**src/rtl/shift_reg_pkg.sv**
```systemverilog
// Shared types and constants for the PISO shift transmitter.
// Holds the two-state FSM encoding and the default word width.
package shift_reg_pkg;

    typedef enum logic {
        IDLE  = 1'b0,
        SHIFT = 1'b1
    } state_e;

    localparam int DEFAULT_WIDTH = 4;

endpackage

```
**src/rtl/piso_bit_counter.sv**
```systemverilog
// Bit-position counter for the PISO transmitter: synchronous clear, count enable.
// Registered count, tc_o is combinational from it; no backpressure of its own.
module piso_bit_counter #(
    parameter int WIDTH  = 4,
    parameter int TC_VAL = 2,
    localparam int CNT_W = $clog2(WIDTH + 1)
) (
    input  logic clk_i,
    input  logic rst_i,
    input  logic clear_i,
    input  logic en_i,
    output logic tc_o
);

    logic [CNT_W-1:0] cnt_q;

    always_ff @(posedge clk_i or posedge rst_i) begin
        if (rst_i) begin
            cnt_q <= '0;
        end else if (clear_i) begin
            cnt_q <= '0;
        end else if (en_i) begin
            cnt_q <= cnt_q + 1'b1;
        end
    end

    assign tc_o = (cnt_q == CNT_W'(TC_VAL));

endmodule

```
**src/rtl/piso_shift_transmitter.sv**
```systemverilog
// Parallel-in serial-out transmitter, LSB first, 1-cycle load-to-first-bit latency.
// load_ready high in IDLE and on the ser_last bit; optional parity bit via PISO_PARITY_EN.
module piso_shift_transmitter
    import shift_reg_pkg::*;
#(
    parameter int WIDTH = DEFAULT_WIDTH
) (
    input  logic             clk,
    input  logic             reset,
    input  logic             load_valid,
    input  logic [WIDTH-1:0] d,
    output logic             load_ready,
    output logic             ser_out,
    output logic             ser_valid,
    output logic             ser_last,
    output logic             busy
);

`ifdef PISO_PARITY_EN
    localparam int SR_W = WIDTH + 1;
`else
    localparam int SR_W = WIDTH;
`endif
    localparam int LAST_IDX = SR_W - 1;

    state_e          state_q, state_d;
    logic [SR_W-1:0] shreg_q, shreg_d;
    logic            ser_out_q, ser_valid_q, ser_last_q, busy_q;
    logic            ser_out_d, ser_valid_d, ser_last_d, busy_d;
    logic            accept, cnt_clear, cnt_en, cnt_tc;

    assign load_ready = ~reset & ((state_q == IDLE) | ser_last_q);
    assign accept     = load_valid & load_ready;
    assign cnt_clear  = accept | ser_last_q;
    assign cnt_en     = (state_q == SHIFT) & ~ser_last_q;

    // Terminal count fires on the penultimate bit so ser_last can be registered.
    piso_bit_counter #(
        .WIDTH  (WIDTH),
        .TC_VAL (LAST_IDX - 1)
    ) u_bit_counter (
        .clk_i   (clk),
        .rst_i   (reset),
        .clear_i (cnt_clear),
        .en_i    (cnt_en),
        .tc_o    (cnt_tc)
    );

    always_comb begin
        state_d = state_q;
        shreg_d = shreg_q;
        if (accept) begin
            state_d = SHIFT;
`ifdef PISO_PARITY_EN
            shreg_d = {^d, d};
`else
            shreg_d = d;
`endif
        end else if (state_q == SHIFT) begin
            if (ser_last_q) begin
                state_d = IDLE;
                shreg_d = '0;
            end else begin
                shreg_d = shreg_q >> 1;
            end
        end
        busy_d      = (state_d == SHIFT);
        ser_valid_d = busy_d;
        ser_out_d   = busy_d & shreg_d[0];
        ser_last_d  = busy_d & ~accept & cnt_tc;
    end

    always_ff @(posedge clk or posedge reset) begin
        if (reset) begin
            state_q     <= IDLE;
            shreg_q     <= '0;
            ser_out_q   <= 1'b0;
            ser_valid_q <= 1'b0;
            ser_last_q  <= 1'b0;
            busy_q      <= 1'b0;
        end else begin
            state_q     <= state_d;
            shreg_q     <= shreg_d;
            ser_out_q   <= ser_out_d;
            ser_valid_q <= ser_valid_d;
            ser_last_q  <= ser_last_d;
            busy_q      <= busy_d;
        end
    end

    assign ser_out   = ser_out_q;
    assign ser_valid = ser_valid_q;
    assign ser_last  = ser_last_q;
    assign busy      = busy_q;

endmodule

```
**config.mk**
```make
export PLATFORM = sky130hd
export DESIGN_NAME = piso_shift_transmitter
export DESIGN_NICKNAME = d
export VERILOG_FILES = /design/src/rtl/shift_reg_pkg.sv /design/src/rtl/piso_bit_counter.sv /design/src/rtl/piso_shift_transmitter.sv
export SDC_FILE = /design/constraint.sdc
export NUM_CORES = 1
export LEC_CHECK = 0
export CORE_AREA = 3 3 40 42
export DETAILED_ROUTE_END_ITERATION = 8
export DIE_AREA = 0 0 43 45
export PLACE_DENSITY_LB_ADDON = 0.2
export SYNTH_ARGS = -nofsm -noshare
export SYNTH_HDL_FRONTEND = slang
export SYNTH_SLANG_ARGS = --single-unit
export TNS_END_PERCENT = 1
```
**constraint.sdc**
```tcl
create_clock -name clk -period 1.7 [get_ports clk]
set_input_delay 0.255 -clock clk [delete_from_list [all_inputs] [get_ports clk]]
set_output_delay 0.255 -clock clk [all_outputs]
set_load 0.05 [all_outputs]
```
==> impl_metrics.toml <==
[outcome]
status = "finished clean"

[clock_tree]
clk_pin_slew_ns = 0.06
cts_buffers = 3
cts_root_buf = "clkbuf_4"
clk_latency_ns = 0.26
cts_htree_levels = 1
cts.sink_count = 9
post-cts-setup-buffers = 0
post_cts_resized = 0
cts-hold-fix-buffers = 0
clockBufferDepth = 2
tritoncts = "done"

[routing]
wl_met1_um = 398
wl_met2_um = 339
first_pass_iters = 2
dr_total_vias = 325
wl_per_cell_um = 11.3
ant_nets = 0
routed.top_layer = "met3"
route.detailed.drc = 0
viasPerCell = 4.58
totalWireLength_um = 805
drt_iter0_markers = 13
met3_length_um = 67

[setup_path]
worst-path-buf-inv = 1
cp.arrival_ns = 1.18
startpoint_type = "flip-flop"
critPathCaptureType = "output port"
critPathMaxFanout = 7
required_ns = 1.44
crit_chain = "nor2b_4 -> nor2_4 -> buf_12"
cp_slowest_cell = "dfrtp_1"
slowest_delay_ns = 0.47
worstSetupPathType = "reg2out"
crit_family = "flip-flops"

[power_and_ir_drop]
vdd_drop_max_v = 0.000895
leakagePower_uw = 0.000297
p_total_uw = 1160
power.density_nw_per_um2 = 1830

[floorplanning]
die_w_um = 43
initial_core_util = 0.373
fp.dieArea_um2 = 1940
ios = 12
core_um2 = 1280
fp-row-count = 13
die_y_um = 45

[cells_and_area]
nFillCells = 115
seq_area_um2 = 225
stdcell_count = 71
synthToLayoutAreaGrowth_pct = 32.1
multiInputGateArea_um2 = 209
n_antenna_cell = 0
nets = 66
drive_gt1_frac = 0.232
fin_util = 0.493

[synthesis]
synthesis.area_um2 = 479
syn_area_per_cell_um2 = 10.9
yosys_register_bits = 9
ys_types = 23
synth_nets = 53
syn_inst = 44
ys_seq_area_frac = 0.470
ys.warnings.count = 0

[timing]
clock.fmax_mhz = 698
hold_viol_final = 0
rsz0062_at_grt = "no"
slew-limit-headroom = 0.763
final-setup-viol-count = 0
tightest_slew_ns = 0.355
drv_slew = 0
fin_skew_ns = 0.00347
finalCritPeriodShare = 0.843
tns_ns = 0
period_needed_ns = 1.43

[place]
numPortBuffers = 11
dp_hpwl_um = 620
placedCellCount = 67
place_congestion = 0.752

[global_routing]
antenna_found_initial = 0
grt_start_max_net_pins = 10
grt_pass1_vias = 277
grt_pass1_wl_mm = 1.28
grt_overflow = 0
grt.total_usage = 0.0885

[hold_path]
hold_path_class = "in2async"

[job]
cap_violations = 0
==> through the flow <==
stage / hold slack (ns) / instance area, µm² / setup slack [ns]
floorplan: 0.0829 / 487 / 0.145
global placement: 0.477 / 607 / 0.179
detailed placement: 0.481 / 607 / 0.149
CTS: 0.405 / 633 / 0.246
global route: 0.427 / 633 / 0.191
finish: 0.383 / 633 / 0.267
==> cell usage after synthesis <==
master    number  area [µm²]
o21ai_0        3        15.0
or3_1          1        6.26
nor2b_4        1        13.8
dfrtp_1        9         225
nand2_1        2        7.51
ha_1           2        25.0
nor2_2         1        6.26
nor3b_1        2        15.0
a221o_1        1        10.0
nand3_1        2        10.0
inv_1          3        11.3
or2b_2         1        8.76
a21oi_1        2        10.0
a32oi_1        1        8.76
xnor2_1        1        8.76
buf_6          3        33.8
nand2b_1       1        6.26
a22o_1         1        8.76
nor2_1         2        7.51
buf_4          1        7.51
nand3b_1       1        7.51
mux2i_1        2        20.0
nor2b_1        1        6.26
==> final cells by class <==
class	count	area share
Clock buffer	4	0.0415
Inverter	3	0.0178
Multi-Input combinational cell	28	0.330
Sequential cell	9	0.356
Tap cell	15	0.0296
Timing Repair Buffer	12	0.225
==> flip-flops by register name, indices dropped and copies added, names as in the netlist <==
name                 count
shreg_q                  3
u_bit_counter.cnt_q      3
ser_last                 1
ser_out                  1
busy                     1
==> layout by cell type (no fill, tap or decap), types with 2 or more instances in the layout <==
cell type,Yosys,layout
a21oi_1,2,2
buf_12,0,3
buf_4,1,3
clkbuf_4,0,3
clkdlybuf4s50_1,0,6
dfrtp_1,9,9
ha_1,2,2
inv_1,3,3
mux2i_1,2,2
nand2_1,2,2
nand3_1,2,2
nor3b_1,2,2
o21ai_0,3,3
==> cells by family (layout without fill, tap and decap cells) <==
logic type,Yosys count,after routing,share of synthesized area
compound gates,8,8,0.110
xor+xnor,1,1,0.0183
fa+ha+maj,2,2,0.0522
buf+inv,7,19,0.110
flops,9,9,0.470
mux,2,2,0.0418
simple gates,15,15,0.198
==> metal layers <==
layer / vias up / track usage
met3: 0 / 0.0518
li1: 173 / -
met1: 141 / 0.125
met5: - / 0
met2: 11 / 0.126
met4: 0 / 0
==> path summary, 6_finish.rpt <==
kind                                   startpoint                     end  slack (ns)  depth (start not counted)
min                                         reset          busy$_DFF_PP0_        0.38                          2
max                            ser_last$_DFF_PP0_              load_ready        0.27                          3
max reg2reg                    ser_last$_DFF_PP0_  shreg_q[2]$_DFFE_PP0P_        0.51                          3
min reg2reg                shreg_q[2]$_DFFE_PP0P_  shreg_q[1]$_DFFE_PP0P_        0.49                          2
max in group asynchronous                   reset      ser_last$_DFF_PP0_        1.07                          2
min in group clk           shreg_q[2]$_DFFE_PP0P_  shreg_q[1]$_DFFE_PP0P_        0.49                          2
==> report_power, final <==
group	internal [µW]	switching, µW
sequential	303	70.7
clock	90.4	73.1
combinational	275	348
Power figures use the tool's default switching activity.
